===== config.mk =====
export PLATFORM = sky130hd
export DESIGN_NAME = loop_index_sequencer
export DESIGN_NICKNAME = d
export VERILOG_FILES = /design/src/rtl/loop_index_sequencer.sv
export SDC_FILE = /design/constraint.sdc
export NUM_CORES = 1
export LEC_CHECK = 0
export ABC_AREA = 1
export BUFFER_PORTS_ARGS = -buffer_cell sky130_fd_sc_hd__buf_2
export CORE_ASPECT_RATIO = 1.75
export CORE_UTILIZATION = 35
export CTS_CLUSTER_DIAMETER = 80
export CTS_CLUSTER_SIZE = 40
export DETAILED_ROUTE_END_ITERATION = 10
export PLACE_DENSITY_LB_ADDON = 0.1
export SETUP_SLACK_MARGIN = 0.02
export SLEW_MARGIN = 20
export SYNTH_ARGS = -nofsm -noshare
export SYNTH_HDL_FRONTEND = slang
export SYNTH_SLANG_ARGS = --single-unit

===== constraint.sdc =====
create_clock -name clk_i -period 3 [get_ports clk_i]
set_clock_uncertainty 0.05 [all_clocks]
set_input_delay 0.45 -clock clk_i [delete_from_list [all_inputs] [get_ports clk_i]]
set_output_delay 0.45 -clock clk_i [all_outputs]
set_load 0.005 [all_outputs]

===== src/rtl/loop_index_sequencer.sv =====
// Two-level row-major loop controller: walks rows x cols, emitting (row, col, addr)
// beats on a valid/ready stream with a start/done handshake toward the layer controller.
module loop_index_sequencer #(
  parameter int Bits     = 8,
  parameter int AddrBits = 16
) (
  input  logic                clk_i,
  input  logic                rst_i,
  input  logic                start_i,
  input  logic [Bits-1:0]     rows_i,
  input  logic [Bits-1:0]     cols_i,
  input  logic                abort_i,
  output logic                valid_o,
  input  logic                ready_i,
  output logic [Bits-1:0]     row_o,
  output logic [Bits-1:0]     col_o,
  output logic [AddrBits-1:0] addr_o,
  output logic                last_o,
  output logic                busy_o,
  output logic                done_o
);

  if (AddrBits < 2*Bits) begin : g_addr_chk
    $error("loop_index_sequencer: AddrBits must be >= 2*Bits");
  end

  localparam logic [Bits-1:0]     One     = Bits'(1);
  localparam logic [AddrBits-1:0] AddrOne = AddrBits'(1);

  typedef enum logic [1:0] {IDLE, RUN, DONE} state_e;

  state_e              state_q, state_d;
  logic [Bits-1:0]     rows_q, cols_q, row_q, col_q;
  logic [AddrBits-1:0] addr_q;
  logic                last_q;

  logic            start_ok, aborting, xfer, fin, col_wrap;
  logic [Bits-1:0] row_nx, col_nx;

  always_ff @(posedge clk_i) begin
    if (rst_i) state_q <= IDLE;
    else       state_q <= state_d;
  end

  always_comb begin
    state_d  = state_q;
    start_ok = 1'b0;
    aborting = 1'b0;
    xfer     = 1'b0;
    fin      = 1'b0;
    valid_o  = 1'b0;
    done_o   = 1'b0;
    busy_o   = (state_q != IDLE);
    case (state_q)
      IDLE: begin
        if (start_i) begin
          if (rows_i != '0 && cols_i != '0) begin
            start_ok = 1'b1;
            state_d  = RUN;
          end else begin
            state_d  = DONE;
          end
        end
      end
      RUN: begin
        valid_o = 1'b1;
        // abort wins over a coincident handshake; that beat is not consumed
        if (abort_i) begin
          aborting = 1'b1;
          state_d  = IDLE;
        end else if (ready_i) begin
          xfer = 1'b1;
          if (last_q) begin
            fin     = 1'b1;
            state_d = DONE;
          end
        end
      end
      DONE: begin
        done_o  = 1'b1;
        state_d = IDLE;
      end
      default: state_d = IDLE;
    endcase
  end

  assign col_wrap = (col_q == cols_q - One);
  assign col_nx   = col_wrap ? '0 : col_q + One;
  assign row_nx   = col_wrap ? row_q + One : row_q;

  // last is precomputed for the beat about to be presented so it is a clean register
  always_ff @(posedge clk_i) begin
    if (rst_i) begin
      rows_q <= '0;
      cols_q <= '0;
      row_q  <= '0;
      col_q  <= '0;
      addr_q <= '0;
      last_q <= 1'b0;
    end else if (start_ok) begin
      rows_q <= rows_i;
      cols_q <= cols_i;
      row_q  <= '0;
      col_q  <= '0;
      addr_q <= '0;
      last_q <= (rows_i == One) && (cols_i == One);
    end else if (aborting) begin
      last_q <= 1'b0;
    end else if (xfer) begin
      if (fin) begin
        last_q <= 1'b0;
      end else begin
        row_q  <= row_nx;
        col_q  <= col_nx;
        addr_q <= addr_q + AddrOne;
        last_q <= (row_nx == rows_q - One) && (col_nx == cols_q - One);
      end
    end
  end

  assign row_o  = row_q;
  assign col_o  = col_q;
  assign addr_o = addr_q;
  assign last_o = last_q;

endmodule


Word level (Yosys, flattened, before mapping). Index checks and enable logic that the tools add are counted.

Register bits: 51. Bits in latches: 0. Memory bits (writable): 0. ROM bits: 0. Input port bits: 21. Memories: 0.

Add/subtract/negate cells: 5. $mul: 0. Div/mod/pow operators: 0. Magnitude comparators: 0. Equality and inequality tests: 10. Shifts and indexed selects: 0. Mux-type cells: 26. Bitwise logic cells: 2. Reductions and logical operators: 11.

Operators with widths (count): $eq A8 B8 Y1 (3); $mux W1 (18); $add A16 B1 Y16 const B (1); $add A8 B1 Y8 const B (2); $eq A8 B1 Y1 const B (2); $mux W8 (2); $reduce_bool A8 Y1 (2); $sub A8 B1 Y8 const B (2); $mux W2 (5); $ne A3 B3 Y1 const B (2); $reduce_and A3 Y1 (2); $pmux W2 S2 (1); $logic_and A1 B1 Y1 (3); $reduce_bool A3 Y1 (1); $eq A2 B1 Y1 const B (1); $eq A2 B2 Y1 const B (1); $logic_not A2 Y1 (1); $ne A2 B2 Y1 const B (1); $not A1 Y1 (2); $reduce_bool A2 Y1 (1); $reduce_or A2 Y1 (1).

Depth between registers and ports, before layout. Gate-level depths: netlist of the first run.

Word-level depth: 9. Gate-level depth with buffers: 20. Depth with buffers taken out: 19.

Worst setup path after synthesis of the first run. Ideal clock, no wire load.

Path kind: flip-flop to flip-flop. Start point: reg cols_q[0]. End point: reg last_q (netlist: last_o). Library setup time: 0.070 ns. Data arrival time: 2.052 ns. Required time: 2.880 ns. Slack: 0.828 ns. Stages on the path, launching flop included: 16. Path buffers: 1. Cells stage by stage: dfxtp_1 inv_2 ha_1 inv_1 nand2_1 nand4_1 nor2_8 nand3_4 buf_6 nand2_2 nand2_1 nand2_1 nand2_1 nor3_2 nand4_1 a21oi_1.

Longest elaborated chain between the ends: 9. Elaborated cells between the ends (all ways): 11. Those cells by class: add/sub (1); eq/ne (3); mux (6); reduce/logical (1).

Ends and longest elaborated chain: from (decl) (line 33) `logic [Bits-1:0] rows_q, cols_q, row_q, col_q;`; from (signal assigned) (line 102) `cols_q <= cols_i;`; $sub A8 B1 Y8 (*) (line 87, 116); $eq A8 B8 Y1 (line 87) `assign col_wrap = (col_q == cols_q - One);`; $mux W8, on equally long branches (line 89, 88); $eq A8 B8 Y1 (line 116) `last_q <= (row_nx == rows_q - One) && (col_nx == cols_q - One);`; $logic_and A1 B1 Y1 (*) (line 116); $mux W1 (*) (line 110) `if (fin) begin`; $mux W1 (*) (line 109) `end else if (xfer) begin`; $mux W1 (*) (line 107) `end else if (aborting) begin`; $mux W1 (*) (line 100) `end else if (start_ok) begin`; to (signal assigned) (line 106) `last_q <= (rows_i == One) && (cols_i == One);`; to (signal assigned) (line 116); to (decl) (line 35) `logic last_q;`.

Every way passes the cells marked *; elsewhere a longest branch is shown, timed or not. The select of a mux whose other input is x is not followed. A chain may end at the register's enable or synchronous reset.

Worst setup path in the final report of the first run. Same ends and word-level chain as after synthesis.

==> metrics.md, run 1 <==
| Metric | Value |
|---|---|
| Distinct cell type count of the synthesized netlist | 35 |
| Clk slew on worst S/H paths | 0.07 ns |
| Post-Syn Area | 3230 um2 |
| CTS Buf Count | 5 |
| Hold endpoint | state_q[0]$_SDFFE_PP0P_ |
| Worst skew pair latency | ~0.29 ns |
| Fin cells | roughly 660 |
| Synth Warn # | 0 |
| MaxCap Viol Count | 0 |
| First-pass GRT wire length | around 14 mm |
| Root Driver | clkbuf_16 |
| CTS Sinks | around 50 |
| Period minus WS final | around 2.7 ns |
| Grt total ovfl | 0 |
| RSZ-0062 raised after global routing | no |
| R2r setup slk | between 0.2 and 0.3 ns |
| Area growth syn-to-layout | 17.8% |
| P_leak | between 1.5 and 2 nW |
| R2r endpoint | last_o$_SDFFE_PP0P_ |
| Net count, final | 568 |
| Clock Tree Buf Depth | 2 |
| Post-synth ARST share | 0 |
| Chip height | ~130 um |
| Crit end category | flip-flop |
| Worst reg-to-reg path cell count | 18 |
| Slew HR | 0.639 |
| Critical Path AT | between 2 and 3 ns |
| Total power density per cell area | roughly 450 nW/um2 |
| Worst-Margin Slew | 0.542 ns |
| CTS tree | built |
| Final instance area | roughly 3800 um2 |
| DR pass1 iterations | 5 |
| Sequential element share of the synthesized area | 0.316 |
| Hold path cells | 2 |
| Vias per cell | about 4.9 |
| Mapped Cells | roughly 480 |
| Placed Cells | approximately 650 |
| Die W | 74.6 um |
| Synth Flop Type | dfxtp_1 |
| Worst setup SP type | flip-flop |
| Setup TNS | 0 ns |
| H-tree Lvls | 2 |
| Vias | roughly 3300 |
| DRT iter0 DRCs | 133 |
| Vias in the first global route | 3154 |
| CP cell instances | inv_2 -> ha_1 -> inv_1 -> nand2_1 -> nand2_1 -> nand2_1 -> nand2_1 -> inv_2 -> nand3_4 -> nor2_8 -> nand3_4 -> nand2_1 -> nand2_1 -> nand2_1 -> nand3_1 -> nor3_2 -> nand4_1 -> a21oi_1 |
| Worst reg2reg startpoint | cols_q[0]$_SDFFE_PP0P_ |
| Synth top cells by count | nand2_1 (102), inv_1 (64), dfxtp_1 (51), a21oi_1 (45), nor2_1 (36) |
| Tcrit/Tclk final | 0.917 |
| CP max FO | 11 |
| Hold path start | rst_i |
| EDFF count, synth | 0 |
| Dpl hpwl | slightly above 7 mm |
| Peak supply drop | roughly 0.38 mV |
| Crit Path Category | flip-flop to flip-flop |
| Number of synthesized register bits | 51 |
| Area after DPL | approximately 3600 um2 |
| Initial core utilization | 0.359 |
| Max stage delay cell, worst path | dfxtp_1 |
| Antenna violations before repair | 0 |
| Status | finished clean |
| Yosys top cell area share | 0.316 |
| Setup bufs post-CTS | 0 |
| Area leader, netlist | dfxtp_1 |
| Synthesized net count | slightly above 500 |
| Antenna Violating Nets Remaining | 0 |
| Largest net degree at the start of global routing | 29 |
| Worst stage delay on the critical path | approximately 0.35 ns |
| Endpoints failing setup | 0 |
| Core area | about 9000 um2 |
| CP delay by family, top | simple AND/OR/NAND/NOR gates |
| Mean Syn Cell Area | between 6 and 7 um2 |
| Share of cells above drive strength 1 | 0.197 |
| Final Max Tran Viols | 0 |
| Count leader, synth | nand2_1 |
| Final hold viol count | 0 |
| Number of remaining DRC errors | 0 |
| Ranking of synthesized cells by area | dfxtp_1 (32%), nand2_1 (12%), inv_1 (7.4%) |
| Worst hold slack | about 0.32 ns |
| IO Port Bufs | 56 |
| Routed wire length per instance | approximately 14 um |
| GP Congestion | approximately 0.82 |
| Cell mode on critical path | nand2_1 |
| Util after Layout | 0.423 |
| Antenna cell count | 0 |
| # IOs | 57 |
| Critical Path RT | approximately 3.2 ns |
| GRT Total Usage | 0.198 |
| Area of the die | ~9600 um2 |
| Max Clk Rate | around 0.36 GHz |
| Final WL | approximately 9.2 mm |
| CP bufs+invs | 3 |
| Row count | 46 |
| Worst Hold Class | primary input to flip-flop |
layer usage:
metal  vias to the layer above  track usage  wire (um)
li1                       1698            -          -
met2                        49        0.413       5470
met1                      1504        0.181       3260
met3                        14       0.0257        219
met4                         0       0.0699        221
met5                         -            0          0
power by group:
group | total (mW) | switching [mW] | internal (mW)
Clock | 0.572 | 0.259 | 0.313
Combinational | 0.420 | 0.280 | 0.140
Sequential | 0.733 | 0.0294 | 0.704
stage by stage:
stage	setup slack (ns)	total power, mW
after floorplan	0.828	1.04
after global placement	0.129	1.16
after detailed placement	0.147	1.16
after CTS	0.116	1.74
after global routing	0.0465	1.82
final	0.250	1.73
registers in the layout, summed over array words and instances (netlist names):
| register | flops |
|---|---|
| addr_o | 16 |
| col_o | 8 |
| cols_q | 8 |
| last_o | 1 |
| row_o | 8 |
| rows_q | 8 |
| state_q | 2 |
cells by family (layout without fill, tap and decap cells):
group                    count (synthesis)  count (layout)  share of synthesized area
adder cells (fa/ha/maj)                  5               5                     0.0194
AND/OR/NAND/NOR                        236             238                      0.362
AO/OA/AOI/OAI                           89              89                      0.145
XOR/XNOR                                21              21                     0.0570
buffers and inverters                   82             139                      0.100
flip-flops                              51              51                      0.316
worst max-delay path by stage:
stage | from | cells after the start | slack (ns) | endpoint
2_1_floorplan | cols_q[0]$_SDFFE_PP0P_ | 15 | 0.83 | last_o$_SDFFE_PP0P_
3_3_place_gp | cols_q[0]$_SDFFE_PP0P_ | 17 | 0.13 | last_o$_SDFFE_PP0P_
3_5_place_dp | cols_q[0]$_SDFFE_PP0P_ | 18 | 0.15 | last_o$_SDFFE_PP0P_
4_1_cts | cols_q[0]$_SDFFE_PP0P_ | 18 | 0.12 | last_o$_SDFFE_PP0P_
5_1_grt | cols_q[0]$_SDFFE_PP0P_ | 18 | 0.05 | last_o$_SDFFE_PP0P_
6_report | cols_q[0]$_SDFFE_PP0P_ | 18 | 0.25 | last_o$_SDFFE_PP0P_
final cells by class:
| class | instances | area, um2 |
|---|---|---|
| sequential | 51 | 1020 |
| clock buffer | 6 | 129 |
| multi-input combinational | 353 | 1910 |
| tap | 120 | 150 |
| timing repair buffer | 60 | 310 |
| fill | 1004 | 5180 |
| inverter | 71 | 267 |
| clock inverter | 2 | 16.3 |
placed cells by master (no fill, tap or decap), types with 3 or more instances in the layout:
cell,Yosys,layout
nor2_2,5,5
buf_4,0,4
nand2_1,102,102
nor2_1,36,36
inv_1,64,64
dfxtp_1,51,51
xnor2_1,5,5
clkbuf_16,0,5
xor2_1,16,16
nor3_2,3,3
or2_2,5,5
o21ai_0,33,33
a21oi_1,45,45
nand3_1,34,34
a211oi_1,5,5
nor2_8,3,3
nor3_1,10,10
nand2_2,12,12
nand4_1,17,17
inv_2,5,5
buf_2,0,56
nand3_4,2,3
ha_1,5,5
what timing repair did:
item	CTS	global route
setup endpoints to repair	0	1
hold buffers	0	0
resized for setup	0	1
No activity file was read; power rests on OpenSTA's default activity.
==> run 2, diff against run 1 <==
Settings changed: CTS_BUF_LIST from default to sky130_fd_sc_hd__clkbuf_2 sky130_fd_sc_hd__clkbuf_4 sky130_fd_sc_hd__clkbuf_8.
==> run 2 against run 1 <==
Critical path depth unchanged. Clock-buffer cell count unchanged. Highest routed layer unchanged. Routed wire length increased by 0.14%. Critical endpoint unchanged. Combinational power about the same. Non-clock buffer count unchanged.
==> metrics.md, run 2 (synthesis gave the netlist of run 1 again) <==
| Metric | Value |
|---|---|
| Status | finished clean |
| Post_cts resized | 0 (unchanged) |
| Final hold viol count | 0 (unchanged) |
| R2r endpoint | last_o$_SDFFE_PP0P_ |
| # IOs | 57 (unchanged) |
| Endpoints failing setup | 0 (unchanged) |
| Core area | 8980 um2 (unchanged) |
| Multi-input gate area | 1910 um2 (unchanged) |
| Grt total ovfl | 0 (unchanged) |
| Chip height | 129 um (unchanged) |
| P_leak | 1.75 nW (-1.3%) |
| IO Port Bufs | 56 (unchanged) |
| CP bufs+invs | 3 (unchanged) |
| CTS tree | built |
| Die W | 74.6 um (unchanged) |
| CTS Buf Count | 5 (unchanged) |
| Switching share of power | 0.352 (+0.0231) |
| Commonest non-fill, non-tap cells in the layout | nand2_1 (102), inv_1 (64), buf_2 (56) |
| MaxCap Viol Count | 0 (unchanged) |
| Final instance area | 3750 um2 (-1.4%) |
| Clock network power share | 0.269 (-0.063) |
| DRT iter0 DRCs | 111 (-17%) |
| Critical Path AT | 2.96 ns (+0.04 ns) |
| CP max FO | 11 (unchanged) |
| Tot Pwr | 1.58 mW (-8.6%) |
| Switching power | 556 uW (-2.2%) |
| CP startpoint | cols_q[0]$_SDFFE_PP0P_ |
| Fin cells | 663 (unchanged) |
| Clock Tree Buf Depth | 2 (unchanged) |
| Crit path capture | last_o$_SDFFE_PP0P_ |
| R2r setup slk | 0.24 ns (about the same) |
| Area of the die | 9620 um2 (unchanged) |
| Worst Hold Class | primary input to flip-flop |
| Clk slew on worst S/H paths | 0.10 ns (+0.03 ns) |
| Comb pwr share | 0.266 (+0.023) |
| H-tree Lvls | 2 (unchanged) |
| Placed Cells | 653 (unchanged) |
| Worst skew pair latency | 0.32 ns (+0.03 ns) |
| Routed wire length per instance | 13.9 um (+0.14%) |
| Max stage delay cell, worst path | dfxtp_1 |
| Worst reg-to-reg path cell count | 18 (unchanged) |
| Cell mode on critical path | nand2_1 |
| Power Internal | 1.02 mW (-12%) |
| Vias in the first global route | 3148 (-0.19%) |
| Row count | 46 (unchanged) |
| Worst stage delay on the critical path | 0.37 ns (+0.02 ns) |
| First-pass GRT wire length | 14.4 mm (+0.39%) |
| Tcrit/Tclk final | 0.919 (+0.00279) |
| Antenna cell count | 0 (unchanged) |
| CP cell instances | inv_2 -> ha_1 -> inv_1 -> nand2_1 -> nand2_1 -> nand2_1 -> nand2_1 -> inv_2 -> nand3_4 -> nor2_8 -> nand3_4 -> nand2_1 -> nand2_1 -> nand2_1 -> nand3_1 -> nor3_2 -> nand4_1 -> a21oi_1 |
| Antenna Violating Nets Remaining | 0 (unchanged) |
| Worst reg2reg startpoint | cols_q[0]$_SDFFE_PP0P_ |
| CTS Sinks | 51 (unchanged) |
| DR pass1 iterations | 4 (-1) |
| Vias | 3278 (+0.40%) |
| Worst setup SP type | flip-flop |
| GRT Total Usage | 0.199 (+0.00111) |
| CP delay by family, top | simple AND/OR/NAND/NOR gates |
| Critical Path RT | 3.20 ns (+0.03 ns) |
| Setup bufs post-CTS | 0 (unchanged) |
| Slew HR | 0.635 (-0.00366) |
| Commonest non-fill, non-tap cell in the layout | nand2_1 |
| Final WL | 9.18 mm (+0.14%) |
| Dpl hpwl | 7.16 mm (unchanged) |
| Root Driver | clkbuf_8 |
| Crit Path Category | flip-flop to flip-flop |
| Initial core utilization | 0.359 (unchanged) |
| Total power density per cell area | 420 nW/um2 (-7.3%) |
| Share of cells above drive strength 1 | 0.199 (+0.00184) |
| Filler Cells Inserted | 1014 (+1.0%) |
| Period minus WS final | 2.76 ns (+0.00836 ns) |
| Vias per cell | 4.94 (+0.40%) |
| RSZ-0062 raised after global routing | no |
| Max FFs per register | 16 (unchanged) |
| Worst-Margin Slew | 0.547 ns (+0.00549 ns) |
| CP Depth | 18 (unchanged) |
| Hold_buf cts | 0 (unchanged) |
| Sequential Power Share | 0.465 (+0.040) |
| Setup TNS | 0 ns (unchanged) |
| Antenna violations before repair | 0 (unchanged) |
| Register area | 1020 um2 (unchanged) |
| Max Clk Rate | 0.363 GHz (-0.30%) |
| Util after Layout | 0.418 (-0.00585) |
| Number of remaining DRC errors | 0 (unchanged) |
| Area growth syn-to-layout | 16.2% |
| Crit end category | flip-flop |
| Peak supply drop | 0.298 mV (-21%) |
| Final Max Tran Viols | 0 (unchanged) |
| Hold path start | rst_i |
| Largest net degree at the start of global routing | 29 (unchanged) |
| Area after DPL | 3630 um2 (unchanged) |
| GP Congestion | 0.817 (unchanged) |
| Net count, final | 568 (unchanged) |
## run 2: cell counts in the layout (fill, tap and decap cells not counted)
No cell type changed its count.
## run 2: stage by stage
stage,hold WS (ns),setup WS [ns]
after CTS,0.289,0.109
after floorplan,0.386,0.828
after global placement,0.412,0.129
after detailed placement,0.409,0.147
final,0.293,0.242
after global routing,0.298,0.0390
## run 2: power groups by stage
stage	clock network (mW)	logic, mW	registers [mW]
floorplan	0	0.303	0.742
global placement	0	0.410	0.749
detailed placement	0	0.413	0.749
CTS	0.441	0.415	0.734
global route	0.464	0.470	0.738
finish	0.424	0.420	0.733
## run 2: layout make-up
cell class                 instances  share of cell area
multi-input combinational        353               0.509
tap                              120              0.0400
clock inverter                     2             0.00434
clock buffer                       6              0.0204
timing repair buffer              60              0.0827
inverter                          71              0.0711
sequential                        51               0.272
## run 2: worst min path at each step
stage	depth (start not counted)	to
CTS	2	state_q[0]$_SDFFE_PP0P_
global placement	2	rows_q[7]$_SDFFE_PP0P_
detailed placement	2	rows_q[7]$_SDFFE_PP0P_
floorplan	2	rows_q[7]$_SDFFE_PP0P_
finish	2	state_q[0]$_SDFFE_PP0P_
global route	2	state_q[0]$_SDFFE_PP0P_
## run 2: per-layer routing
| layer | global-route usage | vias to the layer above | wire (um) |
|---|---|---|---|
| met2 | 0.414 | 50 | 5450 |
| met4 | 0.0733 | 0 | 267 |
| met1 | 0.182 | 1513 | 3270 |
| met3 | 0.0257 | 16 | 190 |
| met5 | 0 | - | 0 |
| li1 | - | 1699 | - |
